[src/rtl/uart_mem_loader.sv]
// Parses SYNC/LEN_HI/LEN_LO/data frames from the UART byte stream and writes little-endian words to memory.
// Optional trailing XOR checksum byte enabled by defining UART_LOADER_CHECKSUM_EN.
module uart_mem_loader #(
  parameter int unsigned CLK_FREQ       = 100_000_000,
  parameter int unsigned ADDR_WIDTH     = 10,
  parameter logic [7:0]  SYNC_BYTE      = 8'hA5,
  parameter int unsigned TIMEOUT_CYCLES = CLK_FREQ / 100
) (
  input  logic                  clk,
  input  logic                  rst,
  input  logic [7:0]            rx_data,
  input  logic                  rx_valid,
  output logic                  mem_we,
  output logic [ADDR_WIDTH-1:0] mem_addr,
  output logic [31:0]           mem_wdata,
  output logic                  busy,
  output logic                  done,
  output logic                  error
);

  localparam int unsigned TW        = $clog2(TIMEOUT_CYCLES + 1);
  localparam logic [31:0] MAX_WORDS = 32'd1 << ADDR_WIDTH;

  typedef enum logic [2:0] {
    S_IDLE,
    S_LEN_HI,
    S_LEN_LO,
    S_DATA
`ifdef UART_LOADER_CHECKSUM_EN
    , S_CHECK
`endif
  } state_t;

  state_t                state, state_n;
  logic [15:0]           len, len_n;
  logic [15:0]           word_cnt, word_cnt_n;
  logic [1:0]            byte_idx, byte_idx_n;
  logic [TW-1:0]         tmo_cnt, tmo_n;
  logic [ADDR_WIDTH-1:0] addr_n;
  logic [31:0]           wdata_n;
  logic                  we_n, busy_n, done_n, error_n;
`ifdef UART_LOADER_CHECKSUM_EN
  logic [7:0]            csum, csum_n;
`endif

  // State and output registers
  always_ff @(posedge clk) begin
    if (rst) begin
      state     <= S_IDLE;
      len       <= '0;
      word_cnt  <= '0;
      byte_idx  <= '0;
      tmo_cnt   <= '0;
      mem_we    <= 1'b0;
      mem_addr  <= '0;
      mem_wdata <= '0;
      busy      <= 1'b0;
      done      <= 1'b0;
      error     <= 1'b0;
`ifdef UART_LOADER_CHECKSUM_EN
      csum      <= '0;
`endif
    end else begin
      state     <= state_n;
      len       <= len_n;
      word_cnt  <= word_cnt_n;
      byte_idx  <= byte_idx_n;
      tmo_cnt   <= tmo_n;
      mem_we    <= we_n;
      mem_addr  <= addr_n;
      mem_wdata <= wdata_n;
      busy      <= busy_n;
      done      <= done_n;
      error     <= error_n;
`ifdef UART_LOADER_CHECKSUM_EN
      csum      <= csum_n;
`endif
    end
  end

  // Frame parser; the address advances after each write strobe, independent of state
  always_comb begin
    state_n    = state;
    len_n      = len;
    word_cnt_n = word_cnt;
    byte_idx_n = byte_idx;
    tmo_n      = tmo_cnt;
    addr_n     = mem_we ? mem_addr + ADDR_WIDTH'(1) : mem_addr;
    wdata_n    = mem_wdata;
    we_n       = 1'b0;
    busy_n     = busy;
    done_n     = done;
    error_n    = error;
`ifdef UART_LOADER_CHECKSUM_EN
    csum_n     = csum;
`endif

    if (state != S_IDLE) tmo_n = rx_valid ? '0 : tmo_cnt + TW'(1);

    unique case (state)
      S_IDLE: begin
        if (rx_valid && rx_data == SYNC_BYTE) begin
          state_n    = S_LEN_HI;
          busy_n     = 1'b1;
          done_n     = 1'b0;
          error_n    = 1'b0;
          addr_n     = '0;
          byte_idx_n = '0;
          word_cnt_n = '0;
          tmo_n      = '0;
`ifdef UART_LOADER_CHECKSUM_EN
          csum_n     = '0;
`endif
        end
      end
      S_LEN_HI: begin
        if (rx_valid) begin
          len_n[15:8] = rx_data;
          state_n     = S_LEN_LO;
`ifdef UART_LOADER_CHECKSUM_EN
          csum_n      = csum ^ rx_data;
`endif
        end
      end
      S_LEN_LO: begin
        if (rx_valid) begin
          len_n[7:0] = rx_data;
`ifdef UART_LOADER_CHECKSUM_EN
          csum_n     = csum ^ rx_data;
`endif
          if (32'(len_n) > MAX_WORDS) begin
            error_n = 1'b1;
            busy_n  = 1'b0;
            state_n = S_IDLE;
          end else if (len_n == 16'd0) begin
`ifdef UART_LOADER_CHECKSUM_EN
            state_n = S_CHECK;
`else
            done_n  = 1'b1;
            busy_n  = 1'b0;
            state_n = S_IDLE;
`endif
          end else begin
            state_n = S_DATA;
          end
        end
      end
      S_DATA: begin
        if (rx_valid) begin
          wdata_n[{byte_idx, 3'b000} +: 8] = rx_data;
          byte_idx_n = byte_idx + 2'd1;
`ifdef UART_LOADER_CHECKSUM_EN
          csum_n     = csum ^ rx_data;
`endif
          if (byte_idx == 2'd3) begin
            we_n       = 1'b1;
            word_cnt_n = word_cnt + 16'd1;
            if (word_cnt == len - 16'd1) begin
`ifdef UART_LOADER_CHECKSUM_EN
              state_n = S_CHECK;
`else
              done_n  = 1'b1;
              busy_n  = 1'b0;
              state_n = S_IDLE;
`endif
            end
          end
        end
      end
`ifdef UART_LOADER_CHECKSUM_EN
      S_CHECK: begin
        if (rx_valid) begin
          done_n  = (rx_data == csum);
          error_n = (rx_data != csum);
          busy_n  = 1'b0;
          state_n = S_IDLE;
        end
      end
`endif
      default: state_n = S_IDLE;
    endcase

    // Inter-byte silence inside a frame aborts it; already written words stay
    if (state != S_IDLE && !rx_valid && tmo_cnt == TW'(TIMEOUT_CYCLES - 1)) begin
      error_n = 1'b1;
      busy_n  = 1'b0;
      state_n = S_IDLE;
    end
  end

endmodule

[config.mk]
export PLATFORM = sky130hd
export DESIGN_NAME = uart_mem_loader
export DESIGN_NICKNAME = d
export VERILOG_FILES = /design/src/rtl/uart_mem_loader.sv
export SDC_FILE = /design/constraint.sdc
export NUM_CORES = 1
export LEC_CHECK = 0
export ABC_AREA = 1
export BUFFER_PORTS_ARGS = -buffer_cell sky130_fd_sc_hd__buf_4
export CORE_MARGIN = 10
export CORE_UTILIZATION = 53
export CTS_CLUSTER_SIZE = 16
export DETAILED_ROUTE_END_ITERATION = 16
export GPL_ROUTABILITY_DRIVEN = 0
export GPL_TIMING_DRIVEN = 0
export HOLD_SLACK_MARGIN = 0.02
export PLACE_DENSITY = 0.75
export SLEW_MARGIN = 40
export SYNTH_ARGS = -nofsm -noshare
export SYNTH_HDL_FRONTEND = slang
export SYNTH_SLANG_ARGS = --single-unit
[constraint.sdc]
create_clock -name clk -period 1.9 [get_ports clk]
set_input_delay 0.285 -clock clk [delete_from_list [all_inputs] [get_ports clk]]
set_output_delay 0.285 -clock clk [all_outputs]
set_load 0.03 [all_outputs]
======== Word-level counts from Yosys, hierarchy flattened ========
Cells that the tools add are included.
storage, ports and cells
  bits in registers ....................... 103
  input port bits ......................... 11
  output and inout bits ................... 46
  word-level logic and storage cells ...... 108
operators by class
  add/subtract/negate cells ............... 6
  magnitude comparators ................... 1
  eq/ne operators ......................... 19
  shift-type cells ........................ 2
  mux-type cells .......................... 45
  bitwise logic cells ..................... 2
  reductions and logical operators ........ 21
operators with widths
  cell                                                                                number
  20-bit two-way mux                                                                  4
  16-bit two-way mux                                                                  3
  32-bit bitwise mux                                                                  1
  16-bit one-hot mux with 2 select lines                                              1
  8-bit by 7-bit variable shift with 32-bit output (first input constant)             1
  8-bit by 7-bit indexed part select with 32-bit output                               1
  10-bit two-way mux                                                                  3
  20-bit by 1-bit adder with 20-bit output (second input constant)                    1
  20-bit == test (second input constant)                                              1
  1-bit two-way mux                                                                   18
  3-bit two-way mux                                                                   6
  16-bit by 1-bit adder with 16-bit output (second input constant)                    1
  16-bit == test                                                                      1
  16-bit by 11-bit greater-than comparator with 1-bit output (second input constant)  1
  16-bit zero test                                                                    1
  2-bit inequality test (second input constant)                                       8
  16-bit by 1-bit subtractor with 16-bit output (second input constant)               1
  3-bit inequality test (second input constant)                                       4
  3-bit one-hot mux with 4 select lines                                               1
  10-bit by 1-bit adder with 10-bit output (second input constant)                    1
  3-bit nonzero test                                                                  3
  8-bit == test (second input constant)                                               1
  2-bit two-way mux                                                                   4
  4-bit AND reduction                                                                 2
  20 further kinds                                                                    27

======== Logic depth before layout (Yosys ltp) ========
Gate-level depths: netlist of run 1.
  depth after elaboration ................. 6
  depth in mapped cells ................... 17
  depth with buffers taken out ............ 16

======== Least setup slack after synthesis of run 1 ========
Ideal clock, no wire load.
  path type ............................... flip-flop to flip-flop
  start point ............................. reg byte_idx[0]
  end point ............................... reg mem_wdata[18]
  library setup time ...................... 0.078 ns
  data arrival time ....................... 1.958 ns
  path slack .............................. -0.135 ns
  stages on the path, launching flop included .. 9
  buffers on the path ..................... 2
  period minus slack after synthesis ...... 2.035 ns
  path through ............................ dfxtp_1 clkbuf_1 inv_1 clkbuf_1 ha_1 inv_1 nor2_1 a31oi_1 nor3_1
between the ends
  longest elaborated chain between the ends .. 3
  elaborated cells on any way between the ends .. 4
  those cells by class .................... 1 x add/sub; 2 x shift; 1 x mux
RTL lines
  element                                                                                                                           RTL line  RTL
  from (decl)                                                                                                                       37        logic [1:0] byte_idx, byte_idx_n;
  from (signal assigned)                                                                                                            67        byte_idx <= byte_idx_n;
  5-bit negator with 7-bit output *                                                                                                 150       wdata_n[{byte_idx, 3'b000} +: 8] = rx_data;
  8-bit by 7-bit indexed part select with 32-bit output / 8-bit by 7-bit variable shift with 32-bit output (equally long branches)  150
  32-bit bitwise mux *                                                                                                              150
  to (signal assigned)                                                                                                              71        mem_wdata <= wdata_n;
  to (decl)                                                                                                                         15        output logic [31:0] mem_wdata,
Every way passes the cells marked *; elsewhere a longest branch is shown, timed or not.
A chain may end at the register's enable or synchronous reset.

======== Worst setup path after layout of run 1 ========
  start point ............................. reg byte_idx[0]
  end point ............................... reg mem_wdata[2]
Same word-level chain as after synthesis.

==> results of run 1 <==
## final cells by class
cell class / count / area, µm²
Buffer: 22 / 97.6
Clock buffer: 9 / 124
Clock inverter: 7 / 81.3
Fill cell: 855 / 3470
Inverter: 86 / 330
Multi-Input combinational cell: 557 / 3090
Sequential cell: 102 / 2060
Tap cell: 133 / 166
Timing Repair Buffer: 60 / 450
## per-stage QoR
stage               hold slack (ns)  setup TNS (ns)  util (%)  cells  instance area [µm²]
floorplan                     0.449               0         -    769                 5400
global placement              0.457           -4.76      60.5    956                 5970
detailed placement            0.463           -5.96      60.5    956                 5970
CTS                           0.210               0      63.2    970                 6240
global route                  0.223          -0.141      64.9    976                 6400
finish                        0.226               0      64.9    976                 6400
## cells in the final DEF (no fill, tap or decap), types with 3 or more instances in the layout
master | synthesis | routed
nand2_1 | 150 | 146
dfxtp_1 | 102 | 90
nor2_1 | 81 | 72
inv_1 | 75 | 70
a21oi_1 | 70 | 69
buf_4 | 0 | 61
nand3_1 | 54 | 52
o21ai_0 | 46 | 44
nor3_1 | 26 | 22
nand4_1 | 15 | 15
clkbuf_1 | 19 | 14
xor2_1 | 14 | 14
xnor2_1 | 12 | 12
dfxtp_2 | 0 | 11
inv_2 | 7 | 10
nor2_2 | 7 | 9
nand2_2 | 5 | 9
nor2_4 | 2 | 9
nand3b_1 | 9 | 9
clkbuf_8 | 0 | 9
o211a_1 | 8 | 8
a211oi_1 | 7 | 7
ha_1 | 10 | 7
nor3_2 | 2 | 6
o21ai_1 | 4 | 6
buf_2 | 5 | 5
a31oi_1 | 5 | 5
nor4_1 | 5 | 4
o211ai_1 | 4 | 4
nand2_4 | 3 | 3
clkinv_2 | 1 | 3
nand3_4 | 1 | 3
a221oi_1 | 3 | 3
clkinv_4 | 0 | 3
## what timing repair did
action / 4_1_cts / 5_1_grt
resized for setup: 19 / 44
endpoints found under the hold margin: 0 / 0
setup endpoints to repair: 36 / 53
setup buffers: 0 / 6
pin swaps: 1 / 6
## sequential cells by signal, indices dropped and copies added, names as in the netlist
signal and cells:
mem_addr 10, error 1, busy 1, word_cnt 16, done 1, tmo_cnt 20, mem_we 1, len 16
mem_wdata 32, byte_idx 2, state 2
## critical path, stage by stage, from the launching register on
cell      delay (ns)
dfxtp_2         0.38
clkbuf_4        0.19
inv_1           0.09
buf_4           0.19
ha_4            0.33
inv_4           0.07
nand3_4         0.12
nor2_1          0.05
o21ai_0         0.21
nor2_1          0.08
## per-layer routing
layer	vias up	wire length, µm	GRT usage, %
met5	-	0	0
met2	197	6970	33.0
met4	0	288	7.32
li1	2705	-	-
met1	2512	6320	23.6
met3	35	1050	4.79
## cell families (layout without fill, tap and decap cells)
logic type	after synthesis	in the layout	share of synthesized area (%)
AOI/OAI and AO/OA	154	154	16.3
xor gates and xnor gates	26	26	4.22
adders and majority gates	10	10	2.32
buffers and inverters	110	184	7.80
DFF	102	102	37.9
and+or+nand+nor	367	367	31.5
## final timing paths
path | depth (start not counted) | slack [ns] | to | from
worst min-delay path | 3 | 0.23 | mem_wdata[10] | rx_data[2]
worst max-delay path | 9 | 0.06 | mem_wdata[2] | byte_idx[0]
worst min register to register | 1 | 0.47 | tmo_cnt[0] | tmo_cnt[0]
worst max register to register | 9 | 0.06 | mem_wdata[2] | byte_idx[0]
## report_power, final
part	switching, mW	internal (mW)	total, mW
clock	0.799	0.627	1.43
sequential	0.134	2.25	2.38
combinational	1.20	0.650	1.85
==> flow_summary.ini, run 1 <==
[run_status]
status = finished, final reports clean

[power_and_ir_drop]
power.density_nw_per_um2 = 884
p_leak_nw = 2.69
power.total_mw = 5.66
peakVddDrop_v = 0.000468

[floorplanning]
top_level_ports = 57
dieArea_um2 = 14600
start_util_pct = 54.7
core_area_um2 = 9860
die_w_um = 121
die_h_um = 121
num_rows = 36

[drt]
wire_per_inst_um = 15.0
drt_pass1_iterations = 5
drt-initial-drc-count = 445
viasPerCell = 5.58
vias = 5449
ant_nets = 0
drcViolationCount = 0
drt_wl_total_mm = 14.6

[timing]
skew_ns = 0.0101
tightest_slew_ns = 0.645
period_needed_ns = 1.84
hold_viol_final = 0
setup_ws_ns = 0.0641
finalSetupViolCount = 0
timing.final.crit_share_pct = 96.6
fmax_mhz = 545
slew_violations = 0
relSlewSlack_pct = 57.0
rsz0062_at_grt = true

[clock_network]
insertion_delay_ns = 0.38
cts_inserted_buffers = 9
cts_buffer_depth = 2
clk_pin_slew_ns = 0.10
hold_buffers = 0
cts_sinks = 102
cts_tree = done
htreeDepth = 3
clk_root_buffer_cell = clkbuf_8

[min_path]
hold_path_class = primary input to register

[grt]
grt_max_degree = 19
grt_util_all_layers_pct = 19.6
overflow = 0
grt_pass1_wl_mm = 24.0
grt_pass1_vias = 5196
antenna_found_initial = 0

[placement]
io_buffers = 54
dp_hpwl_mm = 10.8
place_ws_ns = -0.362

[synthesis]
yosysTopAreaCell = dfxtp_1
yosysMostFrequentCell = nand2_1
synth_area_leaders = dfxtp_1 38%, nand2_1 10%, a21oi_1 6.5%, nor2_1 5.6%, inv_1 5.2%
avgSynthCellArea_um2 = 7.01
synth_commonest_cells = 150 x nand2_1, 102 x dfxtp_1, 81 x nor2_1, 75 x inv_1, 70 x a21oi_1
synth_ff_type = dfxtp_1
syn-cell-area_um2 = 5390
synth_edf_count = 0
ys_seq_area_share_pct = 37.9
syn_inst = 769
synth-async-reset-ratio_pct = 0
ys_types = 44
synth_top_area_share_pct = 37.9
syn_nets = 790
synth-seq-cells = 102
yosys_warnings = 0

[finish]
areaGrowthSynthToFinish_pct = 18.7
diodes = 0
nNetsFinal = 859
drive_above_1_share_pct = 18.7

[worst_setup_path]
critPathMaxFanout = 12
critical_path_arrival_ns = 2.11
worst-endpoint-required_ns = 2.17
end_kind = register
startpoint_type = register
criticalPathCategory = register to register

[flow_run]
drv_cap = 0
No activity file was read; power rests on OpenSTA's default activity.
==> run 2: changes to the inputs <==
--- a/config.mk
+++ b/config.mk
@@ -5,7 +5,6 @@
 export SDC_FILE = /design/constraint.sdc
 export NUM_CORES = 1
 export LEC_CHECK = 0
-export ABC_AREA = 1
 export BUFFER_PORTS_ARGS = -buffer_cell sky130_fd_sc_hd__buf_4
 export CORE_MARGIN = 10
 export CORE_UTILIZATION = 53
==> run 2 against run 1 <==
Compared with the run above: the flow now finishes with violations (negative setup slack); sequential power down 9.7%; clock power about the same; core utilization rose by 2.3 points; sequential share of layout area is 1.0 points higher; cell count fell by 14%; critical path depth fell by 2; worst hold slack better by 0.027 ns; routed wire length is 2.5% lower; critical path type unchanged; critical endpoint is now state[0]; highest routed layer unchanged.
==> flow_summary.ini, run 2 <==
[timing]
hold_viol_final = 0
slew_violations = 0
setup_ws_ns = -0.333
fin_tns_setup_ns = -1.29
timing.final.crit_share_pct = 118
tightest_slew_ns = 0.661
skew_ns = 0.0135
finalSetupViolCount = 6
rsz0062_at_grt = true
period_needed_ns = 2.23
fmax_mhz = 448
relSlewSlack_pct = 55.9

[run_status]
status = complete, but fails checks
violations = negative setup slack

[finish]
top_register = mem_wdata
layout_commonest_cell = dfxtp_1
multi_input_area_um2 = 3100
final_design_area_no_fill_um2 = 6240
largest_register_ffs = 32
areaGrowthSynthToFinish_pct = 22.5
fin_util_pct = 67.2
fillers = 804
final_cell_mix = 89 x dfxtp_1, 73 x nor2_1, 69 x buf_4
drive_above_1_share_pct = 20.4
reg_top3 = mem_wdata x32, tmo_cnt x20
seqCellArea_um2 = 2070
diodes = 0
nNetsFinal = 727

[clock_network]
insertion_delay_ns = 0.38
hold_buffers = 0
cts_inserted_buffers = 9
htreeDepth = 3
cts_tree = done
cts_sinks = 102
clk_root_buffer_cell = clkbuf_8
clk_pin_slew_ns = 0.11
cts_buffer_depth = 2

[worst_setup_path]
end_kind = register
worst-endpoint-required_ns = 2.15
worst-r2r-cell-count = 7
startpoint_type = register
cp_cell_sequence = or4_4 -> or4_4 -> xnor2_2 -> nand4_1 -> nor4_4 -> buf_4 -> a41oi_2
max_stage_delay_ns = 0.51
critPathSlowestCell = or4_4
criticalPathCategory = register to register
path_common_cell = or4_4
crit_buf_inv = 1
critical_path_arrival_ns = 2.48
crit_cells = 7
path_delay_family = simple AND/OR/NAND/NOR gates
critPathMaxFanout = 4

[flow_run]
drv_cap = 0

[floorplanning]
die_w_um = 118
top_level_ports = 57
die_h_um = 118
core_area_um2 = 9280
dieArea_um2 = 13900
num_rows = 35
start_util_pct = 54.8

[drt]
wire_per_inst_um = 17.0
viasPerCell = 5.88
drt_wl_total_mm = 14.3
ant_nets = 0
drcViolationCount = 0
drt-initial-drc-count = 402
drt_pass1_iterations = 6
vias = 4936

[synthesis]
yosys_warnings = 0
avgSynthCellArea_um2 = 8.03
syn_inst = 634
ys_seq_area_share_pct = 40.1
yosysMostFrequentCell = dfxtp_1
synth_top_area_share_pct = 40.1
synth_commonest_cells = 102 x dfxtp_1, 75 x nor2_1, 67 x nand2_1, 60 x a21oi_1, 47 x nand3_1
syn-cell-area_um2 = 5090
synth_edf_count = 0
synth-seq-cells = 102
syn_nets = 655
yosysTopAreaCell = dfxtp_1
ys_types = 53
synth_ff_type = dfxtp_1
synth-async-reset-ratio_pct = 0
synth_area_leaders = dfxtp_1 40%, a21oi_1 5.9%, nor2_1 5.5%, nand2_1 4.9%, nand3_1 4.6%

[placement]
place_ws_ns = -0.609
dpl-instance-area_um2 = 5650
dp_hpwl_mm = 9.47
io_buffers = 49

[grt]
overflow = 0
grt_pass1_wl_mm = 23.0
antenna_found_initial = 0
grt_max_degree = 17
grt_util_all_layers_pct = 19.4
grt_pass1_vias = 4674

[min_path]
hold_path_class = primary input to register
min_path_cells = 3

[power_and_ir_drop]
power.total_mw = 3.89
p_leak_nw = 2.38
peakVddDrop_v = 0.000622
power.density_nw_per_um2 = 623
-- run 2: area by class of cell --
cell class | instances | area share [%]
multi-input combinational | 481 | 49.6
timing repair buffer | 68 | 8.19
clock buffer | 11 | 2.43
clock inverter | 5 | 0.903
tap | 129 | 2.59
sequential | 102 | 33.2
inverter | 12 | 0.722
buffer | 32 | 2.33
-- run 2: worst paths after layout --
kind,startpoint,end,slack (ns)
min reg2reg,mem_wdata[16],mem_wdata[16],0.46
min,rx_data[1],mem_wdata[1],0.25
max,len[7],state[0],-0.33
max reg2reg,len[7],state[0],-0.33
-- run 2: timing repair --
item / 4_1_cts / 5_1_grt
gates cloned: 0 / 0
pin swaps: 6 / 8
resized for setup: 35 / 38
buffers inserted: 8 / 11
endpoints found under the setup margin: 65 / 68
-- run 2: logic make-up after synthesis --
family / share of synthesized area (%)
DFF: 40.1
muxes: 3.15
adders and majority gates: 2.46
AOI/OAI and AO/OA: 14.7
and+or+nand+nor: 29.0
buffers and inverters: 3.76
xor gates and xnor gates: 6.86
-- run 2: metal layers --
metal	vias up	wire, µm	global-route usage (%)
met4	0	223	5.64
met3	22	854	4.60
met2	166	6920	32.3
met5	-	0	0
li1	2394	-	-
met1	2354	6270	24.2
-- run 2: metrics by stage --
step	cells	hold slack, ns
2_1_floorplan	634	0.429
3_3_place_gp	812	0.442
3_5_place_dp	812	0.447
4_1_cts	833	0.234
5_1_grt	840	0.252
6_report	840	0.253
-- run 2: where the power goes --
| group | leakage (nW) | total (mW) | switching, mW | internal [mW] |
|---|---|---|---|---|
| logic | 1.44 | 0.279 | 0.180 | 0.0991 |
| registers | 0.830 | 2.15 | 0.0112 | 2.14 |
| clock network | 0.106 | 1.46 | 0.777 | 0.682 |
| total | 2.38 | 3.89 | 0.968 | 2.92 |
-- run 2: tightest hold or removal path, cell delays in order --
cell and delay [ns]:
buf_4 0.17, nand3_1 0.08, a21oi_1 0.06
==> run 3: changes to the inputs <==
--- a/config.mk
+++ b/config.mk
@@ -18,3 +18,4 @@
 export SYNTH_ARGS = -nofsm -noshare
 export SYNTH_HDL_FRONTEND = slang
 export SYNTH_SLANG_ARGS = --single-unit
+export TNS_END_PERCENT = 50
==> run 3 against run 2 <==
Compared with the run above: the flow still finishes with violations (negative setup slack); total power about the same; clock skew decreased by 0.0024 ns; maximum frequency about the same; worst hold slack got worse by 0.0064 ns; cell count unchanged; clock power about the same; flip-flop and latch count unchanged; critical endpoint unchanged.
==> flow_summary.ini, run 3 (same netlist as run 2, synthesis figures left out) <==
[finish]
reg_top3 = mem_wdata x32, tmo_cnt x20
top_register = mem_wdata
nNetsFinal = 727
layout_commonest_cell = dfxtp_1
areaGrowthSynthToFinish_pct = 22.4
fin_util_pct = 67.1
final_cell_mix = 89 x dfxtp_1, 74 x nor2_1, 68 x buf_4
drive_above_1_share_pct = 20.3
diodes = 0
largest_register_ffs = 32
final_design_area_no_fill_um2 = 6230

[timing]
rsz0062_at_grt = true
timing.final.crit_share_pct = 117
fin_tns_setup_ns = -1.30
relSlewSlack_pct = 55.6
fmax_mhz = 448
slew_violations = 0
skew_ns = 0.0110
hold_viol_final = 0
period_needed_ns = 2.23
setup_ws_ns = -0.332
tightest_slew_ns = 0.667
finalSetupViolCount = 6

[placement]
dpl-instance-area_um2 = 5650
io_buffers = 49
dp_hpwl_mm = 9.47

[worst_setup_path]
cp-endpoint = state[0]
startpoint_type = register
r2r_end = state[0]
end_kind = register
worst-endpoint-required_ns = 2.15
critical_path_arrival_ns = 2.49
reg2reg_slack_ns = -0.33
crit_start = len[3]
critPathMaxFanout = 5
rr_startpoint = len[3]
criticalPathCategory = register to register
worst-r2r-cell-count = 8

[power_and_ir_drop]
p_sw_uw = 969
p_int_mw = 2.92
p_leak_nw = 2.37
power.total_mw = 3.89
power.density_nw_per_um2 = 624
pwr-share-clk_pct = 37.6
power_switching_share_pct = 24.9
power_frac_comb_pct = 7.2
seq_power_share_pct = 55.3
peakVddDrop_v = 0.000620

[flow_run]
drv_cap = 0

[drt]
viasPerCell = 5.87
drt_pass1_iterations = 6
wire_per_inst_um = 16.9
drcViolationCount = 0
vias = 4932
drt_wl_total_mm = 14.2
drt-initial-drc-count = 350
ant_nets = 0

[clock_network]
insertion_delay_ns = 0.38
htreeDepth = 3
cts_tree = done
cts_sinks = 102
hold_buffers = 0
clk_root_buffer_cell = clkbuf_8
cts_inserted_buffers = 9
clk_pin_slew_ns = 0.10
cts_buffer_depth = 2

[grt]
antenna_found_initial = 0
grt_util_all_layers_pct = 19.3
grt_max_degree = 17
grt_pass1_vias = 4685
overflow = 0
grt_pass1_wl_mm = 22.9

[floorplanning]
core_area_um2 = 9280
num_rows = 35
dieArea_um2 = 13900
top_level_ports = 57
die_w_um = 118
die_h_um = 118
start_util_pct = 54.8

[run_status]
violations = negative setup slack
status = complete, but fails checks

[min_path]
hold_path_class = primary input to register
[run 3: changes by cell type in the layout (fill, tap and decap cells not counted), sizes merged]
cell and delta:
inv -1, clkbuf +2, buf -2, clkinvlp +1
[run 3: worst min path at each step]
stage	from	end	slack, ns	cells past startpoint
after global routing	rx_data[1]	mem_wdata[1]	0.25	3
after global placement	mem_wdata[27]	mem_wdata[27]	0.44	2
final	rx_data[1]	mem_wdata[1]	0.25	3
after CTS	rx_data[1]	mem_wdata[1]	0.23	3
after detailed placement	mem_wdata[1]	mem_wdata[1]	0.45	2
after floorplan	rx_data[3]	len[11]	0.43	2
[run 3: worst max-delay path: stages, from the launching register on]
cell	delay, ns
dfxtp_4	0.36
buf_4	0.15
nor3_1	0.48
a41oi_1	0.20
a32oi_1	0.19
a21oi_1	0.14
nor4_4	0.28
buf_4	0.18
a41oi_2	0.12
[run 3: final cells by class]
cell class,instances,area [µm²]
Multi-Input combinational cell,481,3090
Fill cell,796,3050
Clock buffer,11,151
Tap cell,129,161
Timing Repair Buffer,67,503
Buffer,33,149
Clock inverter,5,56.3
Inverter,12,48.8
Sequential cell,102,2070
[run 3: power groups by stage]
| stage | Clock [mW] | Sequential [mW] | Combinational [mW] |
|---|---|---|---|
| 6_report | 1.46 | 2.15 | 0.279 |
| 5_1_grt | 1.54 | 2.15 | 0.298 |
| 4_1_cts | 1.47 | 2.15 | 0.251 |
| 3_5_place_dp | 0 | 2.20 | 0.241 |
| 3_3_place_gp | 0 | 2.20 | 0.236 |
| 2_1_floorplan | 0 | 2.20 | 0.169 |
[run 3: per-layer routing]
metal | vias up | global-route usage (%) | part of all wire (%)
met1 | 2379 | 24.0 | 44
met4 | 0 | 4.79 | 1.1
met3 | 12 | 5.32 | 5.7
met5 | - | 0 | 0
met2 | 147 | 32.1 | 49
li1 | 2394 | - | -
[run 3: stage by stage]
step,setup WS [ns],hold WS (ns),cells
detailed placement,-0.609,0.447,812
floorplan,-0.197,0.429,634
finish,-0.332,0.246,840
CTS,-0.434,0.234,833
global route,-0.406,0.250,840
global placement,-0.551,0.442,812
[run 3: repair_timing]
| action | in CTS | in global routing |
|---|---|---|
| setup buffers | 8 | 10 |
| pin swaps | 6 | 8 |
| endpoints found under the hold margin | 0 | 0 |
| endpoints found under the setup margin | 65 | 68 |
| gates resized for setup | 33 | 38 |
